===== src/rtl/mux_pkg.sv =====
// Shared constants and helpers for the N-channel stream mux.
// Mode encodings and a constant-foldable ceil(log2).
package mux_pkg;

  localparam logic MODE_FIXED = 1'b0;
  localparam logic MODE_RR    = 1'b1;

  function automatic int clog2(input int n);
    int r;
    r = 0;
    while ((1 << r) < n) r++;
    return r;
  endfunction

endpackage


===== src/rtl/rr_arbiter.sv =====
// Combinational round-robin pick: first requester at or after ptr,
// wrapping modulo NCH.
module rr_arbiter
  import mux_pkg::*;
#(
  parameter  int NCH   = 4,
  localparam int SEL_W = clog2(NCH)
) (
  input  logic [NCH-1:0]   req,
  input  logic [SEL_W-1:0] ptr,
  output logic             grant_valid,
  output logic [SEL_W-1:0] grant_idx
);

  int idx;

  always_comb begin
    grant_valid = 1'b0;
    grant_idx   = '0;
    idx         = 0;
    for (int k = 0; k < NCH; k++) begin
      idx = int'(ptr) + k;
      if (idx >= NCH) idx = idx - NCH;
      if (!grant_valid && req[SEL_W'(idx)]) begin
        grant_valid = 1'b1;
        grant_idx   = SEL_W'(idx);
      end
    end
  end

endmodule


===== src/rtl/mux_n_stream.sv =====
// NCH-to-1 valid/ready stream mux with fixed or round-robin select,
// a single registered output stage and a wrapping transfer counter.
module mux_n_stream
  import mux_pkg::*;
#(
  parameter  int WIDTH = 8,
  parameter  int NCH   = 4,
  parameter  int CNT_W = 16,
  localparam int SEL_W = clog2(NCH)
) (
  input  logic                 clk,
  input  logic                 rst_n,
  input  logic                 mode,
  input  logic [SEL_W-1:0]     sel,
  input  logic [NCH-1:0]       in_valid,
  input  logic [NCH*WIDTH-1:0] in_data,
  output logic [NCH-1:0]       in_ready,
  output logic                 out_valid,
  output logic [WIDTH-1:0]     out_data,
  output logic [SEL_W-1:0]     out_chan,
  input  logic                 out_ready,
  output logic [CNT_W-1:0]     xfer_count
);

  logic             out_valid_q, out_valid_d;
  logic [WIDTH-1:0] out_data_q, out_data_d;
  logic [SEL_W-1:0] out_chan_q, out_chan_d;
  logic [SEL_W-1:0] rr_ptr_q, rr_ptr_d;
  logic [CNT_W-1:0] cnt_q, cnt_d;

  logic             load, fix_ok, grant_valid;
  logic             rr_gv, in_fire, out_fire;
  logic [SEL_W-1:0] rr_gi, grant_idx;

  rr_arbiter #(.NCH(NCH)) u_arb (
    .req         (in_valid),
    .ptr         (rr_ptr_q),
    .grant_valid (rr_gv),
    .grant_idx   (rr_gi)
  );

  // out_ready only reaches in_ready through load, never the output regs
  always_comb begin
    load     = !out_valid_q || out_ready;
    fix_ok   = (int'(sel) < NCH) && in_valid[sel];
    if (mode == MODE_RR) begin
      grant_valid = rr_gv;
      grant_idx   = rr_gi;
    end else begin
      grant_valid = fix_ok;
      grant_idx   = sel;
    end
    in_fire  = load && grant_valid && rst_n;
    out_fire = out_valid_q && out_ready;
    in_ready = '0;
    if (in_fire) in_ready[grant_idx] = 1'b1;
  end

  always_comb begin
    out_valid_d = out_valid_q;
    out_data_d  = out_data_q;
    out_chan_d  = out_chan_q;
    rr_ptr_d    = rr_ptr_q;
    cnt_d       = cnt_q;
    if (out_fire) begin
      cnt_d       = cnt_q + CNT_W'(1);
      out_valid_d = 1'b0;
    end
    if (in_fire) begin
      out_valid_d = 1'b1;
      out_data_d  = in_data[int'(grant_idx)*WIDTH +: WIDTH];
      out_chan_d  = grant_idx;
      if (mode == MODE_RR) begin
        if (int'(grant_idx) == NCH - 1) rr_ptr_d = '0;
        else rr_ptr_d = grant_idx + SEL_W'(1);
      end
    end
    if (!rst_n) begin
      out_valid_d = 1'b0;
      out_data_d  = '0;
      out_chan_d  = '0;
      rr_ptr_d    = '0;
      cnt_d       = '0;
    end
  end

  always_ff @(posedge clk) begin
    out_valid_q <= out_valid_d;
    out_data_q  <= out_data_d;
    out_chan_q  <= out_chan_d;
    rr_ptr_q    <= rr_ptr_d;
    cnt_q       <= cnt_d;
  end

  assign out_valid  = out_valid_q;
  assign out_data   = out_data_q;
  assign out_chan   = out_chan_q;
  assign xfer_count = cnt_q;

endmodule


===== config.mk =====
export PLATFORM = sky130hd
export DESIGN_NAME = mux_n_stream
export DESIGN_NICKNAME = d
export VERILOG_FILES = /design/src/rtl/mux_pkg.sv /design/src/rtl/rr_arbiter.sv /design/src/rtl/mux_n_stream.sv
export SDC_FILE = /design/constraint.sdc
export NUM_CORES = 1
export LEC_CHECK = 0
export ABC_CLOCK_PERIOD_IN_PS = 4710
export CAP_MARGIN = 20
export CORE_ASPECT_RATIO = 1.75
export CORE_MARGIN = 5
export CORE_UTILIZATION = 47
export CTS_BUF_LIST = sky130_fd_sc_hd__clkbuf_8
export DETAILED_ROUTE_END_ITERATION = 8
export GPL_TIMING_DRIVEN = 1
export PLACE_DENSITY = 0.95
export SYNTH_ARGS = -nofsm -noshare
export SYNTH_HDL_FRONTEND = slang
export SYNTH_SLANG_ARGS = --single-unit
export TNS_END_PERCENT = 30

===== constraint.sdc =====
create_clock -name clk -period 4.71 [get_ports clk]
set_input_delay 0.942 -clock clk [delete_from_list [all_inputs] [get_ports clk]]
set_output_delay 0.942 -clock clk [all_outputs]
set_load 0.01 [all_outputs]

* After elaboration in Yosys (flattened, before gate mapping) *
Index checks and enable logic that the tools add are counted.

word-level totals
  bits in registers = 29
  bits of input ports = 42
  output and inout port bits = 31

operators by class
  add/subtract/negate cells = 9
  order comparisons = 11
  equal/unequal tests = 1
  shift operators = 1
  multiplexer cells = 34
  reductions and logical operators = 14

operators with widths
  operator                                                                              count
  32-bit by 6-bit indexed part select with 8-bit output                                 1
  2-bit two-way mux                                                                     10
  1-bit two-way mux                                                                     17
  16-bit by 1-bit adder with 16-bit output (second input constant)                      1
  2-bit by 4-bit < comparator with 1-bit output (second input constant)                 4
  1-bit binary-select mux with 2-bit select                                             5
  3-bit greater-or-equal comparator (second input constant)                             3
  2-bit by 1-bit subtractor with 2-bit output (second input constant)                   4
  1-bit logical AND                                                                     7
  2-bit by 2-bit adder with 3-bit output (second input constant)                        2
  2-bit by 3-bit < comparator with 1-bit output (second input constant)                 2
  1-bit logical NOT                                                                     4
  4-bit two-way mux                                                                     1
  2-bit by 1-bit adder with 3-bit output (second input constant)                        1
  2-bit by 3-bit greater-or-equal comparator with 1-bit output (second input constant)  1
  2-bit by 1-bit adder with 2-bit output (second input constant)                        1
  1-bit demux with 2-bit select                                                         1
  2-bit by 1-bit equality test with 1-bit output (second input constant)                1
  2-bit by 1-bit greater-or-equal comparator with 1-bit output (second input constant)  1
  2-bit AND reduction                                                                   1
  2-bit nonzero test                                                                    1
  1-bit logical OR                                                                      1

* Longest topological paths before layout *
  word-level depth = 21
  gate-level depth with buffers = 6

* Hierarchy *
From an unflattened synthesis, not the netlist that was laid out.

unflattened totals
  cells, all modules = 188
  area total of the unflattened synthesis = 1722.9 um^2

modules (own cells, without submodules)
  module        instances  cells each  area an instance (um^2)  sequential area each (um^2)
  mux_n_stream  1          173         1645.3                   580.6
  rr_arbiter    1          15          77.6                     0.0

* Worst setup path after synthesis *
Ideal clock, no wire load.

  path type = input to output
  start point = in in_valid[2]
  end point = out in_ready[0]
  arrival time = 2.143 ns
  setup slack = 1.625 ns
  stages on the path = 5
  path buffers = 1
  path through = o41ai_2 > o41ai_2 > buf_4 > or2_1 > nor2_1

between the ends
  word-level cells in the longest chain between the ends = 19

RTL lines
  item                                                                                                                                                 line                source
  start: declaration                                                                                                                                   mux_n_stream.sv:15  input logic [NCH-1:0] in_valid,
  1-bit binary-select mux with 2-bit select                                                                                                            rr_arbiter.sv:24    if (!grant_valid && req[SEL_W'(idx)]) begin
  1-bit two-way mux (implied by the code) (2 in series)                                                                                                rr_arbiter.sv:24
  1-bit two-way mux                                                                                                                                    rr_arbiter.sv:24
  1-bit logical NOT                                                                                                                                    rr_arbiter.sv:24
  1-bit logical AND                                                                                                                                    rr_arbiter.sv:24
  1-bit two-way mux                                                                                                                                    rr_arbiter.sv:24
  1-bit logical NOT                                                                                                                                    rr_arbiter.sv:24
  1-bit logical AND                                                                                                                                    rr_arbiter.sv:24
  (+2 left out)                                                                                                                                        n/a
  1-bit logical AND                                                                                                                                    rr_arbiter.sv:24
  2-bit two-way mux                                                                                                                                    rr_arbiter.sv:24
  2-bit two-way mux                                                                                                                                    mux_n_stream.sv:46  if (mode == MODE_RR) begin
  2-bit by 3-bit < comparator with 1-bit output (implied by the code) or 2-bit by 1-bit greater-or-equal comparator with 1-bit output (tied branches)  mux_n_stream.sv:56  if (in_fire) in_ready[grant_idx] = 1'b1;
  1-bit logical AND (implied by the code)                                                                                                              mux_n_stream.sv:56
  1-bit two-way mux (implied by the code)                                                                                                              mux_n_stream.sv:56
  1-bit demux with 2-bit select                                                                                                                        mux_n_stream.sv:56
  4-bit two-way mux (*)                                                                                                                                mux_n_stream.sv:56
  end: declaration                                                                                                                                     mux_n_stream.sv:17  output logic [NCH-1:0] in_ready,

Mark *: on every way between the ends. The rest lies on a longest branch, timed or not. The select of a mux whose other input is x is not followed.

* Worst setup path after layout *
  start point = in in_valid[1]
  end point = out in_ready[1]

Same word-level chain as after synthesis.

==> impl_metrics.env <==
export IMPL_ys_seq_area_frac=0.343
export IMPL_avgRoutedWirePerCell_um=15.2
export IMPL_cts_root_buf="clkbuf_8"
export IMPL_critPathMaxStageDelay_ns=0.64
export IMPL_crit_type="in -> out"
export IMPL_synth_edf_count=0
export IMPL_ys_ff_latch=29
export IMPL_grt_first_pass_wirelength_um=7590
export IMPL_synth_area_per_cell_um2=9.10
export IMPL_synth_area_top_cells="dfxtp_1 34%, a211oi_2 8.1%, and3_1 6.3%, nand3_1 4.4%, nor2_1 4.2%"
export IMPL_die_w_um=55.4
export IMPL_finalWirelength_um=4650
export IMPL_postCtsSetupRepairBufs=0
export IMPL_skew_ns=0.00371
export IMPL_final_setup_tns_ns=0
export IMPL_fmax_ghz=0.242
export IMPL_rsz0062_at_grt="no"
export IMPL_post_place_ws_ns=0.571
export IMPL_grt_pass1_vias=1706
export IMPL_multi_input_area_mm2=0.00104
export IMPL_drt_iter0_markers=27
export IMPL_grt_ovfl_total=0
export IMPL_synth_top_area_frac=0.343
export IMPL_num_vias=1693
export IMPL_clkTransAtPathRegs_ns=0.06
export IMPL_cts_tree="done"
export IMPL_hold_class="reg -> reg"
export IMPL_fin_ws_ns=0.571
export IMPL_relSlewSlack=0.503
export IMPL_ys_warn_count=0
export IMPL_status="finished, final reports clean"
export IMPL_cp_num_buf_inv=2
export IMPL_place_congestion=0.761
export IMPL_h_tree_depth=2
export IMPL_drv_slew=0
export IMPL_powerDensity_mw_per_mm2=298
export IMPL_stdcell_count=305
export IMPL_cts_sinks=29
export IMPL_hold_viol=0
export IMPL_track_usage=0.190
export IMPL_layout_commonest_cell="clkdlybuf4s50_1"
export IMPL_synth_flop_cell="dfxtp_1"
export IMPL_crit_path_max_fanout=18
export IMPL_die_h_um=89.4
export IMPL_max_cap_violations=0
export IMPL_cts_max_path_buffers=2
export IMPL_period_share=0.879
export IMPL_finalCriticalPeriod_ns=4.14
export IMPL_yosysTopAreaCell="dfxtp_1"
export IMPL_cp_top_family="buffers and inverters"
export IMPL_antenna_found_initial=0
export IMPL_critPathLaunchType="primary input"
export IMPL_placedCellCount=297
export IMPL_clk_latency_ns=0.28
export IMPL_grt_start_max_net_pins=20
export IMPL_io_buffers=72
export IMPL_drt_pass1_iter_count=4
export IMPL_ctsHoldBuffers=0
export IMPL_area_delta_synth_final_pct=51.0
export IMPL_initial_utilization=0.476
export IMPL_design_die_area_mm2=0.00495
export IMPL_hpwl_um=3670
export IMPL_mostFrequentLayoutCells="72 x clkdlybuf4s50_1, 29 x dfxtp_1, 19 x nor2_1"
export IMPL_io_pins=73
export IMPL_worstPathCellList="clkdlybuf4s50_1 -> nor2b_2 -> a2111o_1 -> and2_1 -> nor2_1 -> clkdlybuf4s50_1"
export IMPL_worstPathRequired_ns=3.77
export IMPL_coreArea_mm2=0.00356
export IMPL_syn_inst=186
export IMPL_cp_end_kind="output pin"
export IMPL_row_count=29
export IMPL_cp_data_arrival_time_ns=3.20
export IMPL_ir_drop_mv=0.205
export IMPL_fillerInstances=295
export IMPL_syn_num_nets=229
export IMPL_cts_resized=0
export IMPL_crit_path_frequent_cell="clkdlybuf4s50_1"
export IMPL_nets=301
export IMPL_critPathSlowestCell="clkdlybuf4s50_1"
export IMPL_synth_cell_types=41
export IMPL_setup_viol=0
export IMPL_routed_via_density=5.55
export IMPL_area_sequential_um2=581
export IMPL_numCtsBuffers=5
export IMPL_synth_area_mm2=0.00169
export IMPL_finish_utilization=0.719
export IMPL_leakagePower_nw=0.950
export IMPL_ant_nets=0
export IMPL_async_flop_share=0
export IMPL_drive_above_1_share=0.120
export IMPL_route_detailed_drc=0
export IMPL_tightest_slew_ns=0.739
export IMPL_n_antenna_cell=0
## synthesized netlist by cell type, drive strengths merged, types with 4 or more instances
master / instances
o31ai: 9
clkbuf: 4
and3: 17
dfxtp: 29
a21oi: 5
nor2b: 5
xnor2: 5
a211oi: 17
mux2i: 4
nand2: 13
nand3: 15
nor2: 19
xor2: 8
buf: 5
## worst register-to-register path, delay by kind of cell, from the launching register on
family | cells | cell delay, ns
flip-flops | 1 | 0.39
AND/OR/NAND/NOR | 2 | 0.40
AO/OA/AOI/OAI | 3 | 1.01
## cell families after synthesis
kind of cell,Yosys count,share of synthesized area
simple gates,86,0.268
fa+ha+maj,1,0.00739
xor+xnor,13,0.0673
buf+inv,11,0.0421
mux,5,0.0370
flops,29,0.343
compound gates,41,0.236
## layout make-up
cell class                 count  area share
multi-input combinational    146       0.407
timing repair buffer          74       0.288
sequential                    29       0.227
clock buffer                   5      0.0269
clock inverter                 3      0.0255
tap                           46      0.0225
inverter                       2     0.00294
## worst paths after layout
| path | startpoint | end | slack, ns | cells after the start |
|---|---|---|---|---|
| worst min-delay path | out_data[2] | out_data[2] | 0.47 | 2 |
| worst min register to register | out_data[2] | out_data[2] | 0.47 | 2 |
| worst max register to register | rr_ptr_q[0] | out_data[1] | 2.80 | 5 |
| worst max-delay path | in_valid[1] | in_ready[1] | 0.57 | 6 |
## metrics by stage
| step | hold slack [ns] | power [mW] | instance area, µm² |
|---|---|---|---|
| 2_1_floorplan | 0.492 | 0.381 | 1690 |
| 3_3_place_gp | 0.457 | 0.456 | 2420 |
| 3_5_place_dp | 0.464 | 0.462 | 2420 |
| 4_1_cts | 0.473 | 0.766 | 2560 |
| 5_1_grt | 0.498 | 0.795 | 2560 |
| 6_report | 0.472 | 0.762 | 2560 |
## registers in the layout (all words and copies together) (netlist names)
signal / count
out_chan: 2
out_data: 8
out_valid: 1
rr_ptr_q: 2
xfer_count: 16
## report_power, final
part | total (mW) | switching, mW | internal [mW]
sequential | 0.271 | 0.0102 | 0.260
combinational | 0.187 | 0.0877 | 0.0998
clock | 0.304 | 0.0938 | 0.210
## layer usage
| layer | GRT usage | wire, µm | vias up |
|---|---|---|---|
| li1 | - | - | 827 |
| met1 | 0.183 | 1690 | 799 |
| met2 | 0.384 | 2620 | 62 |
| met3 | 0.0506 | 267 | 5 |
| met4 | 0.0642 | 64 | 0 |
| met5 | 0 | 0 | - |
No activity file was read; power rests on OpenSTA's default activity.
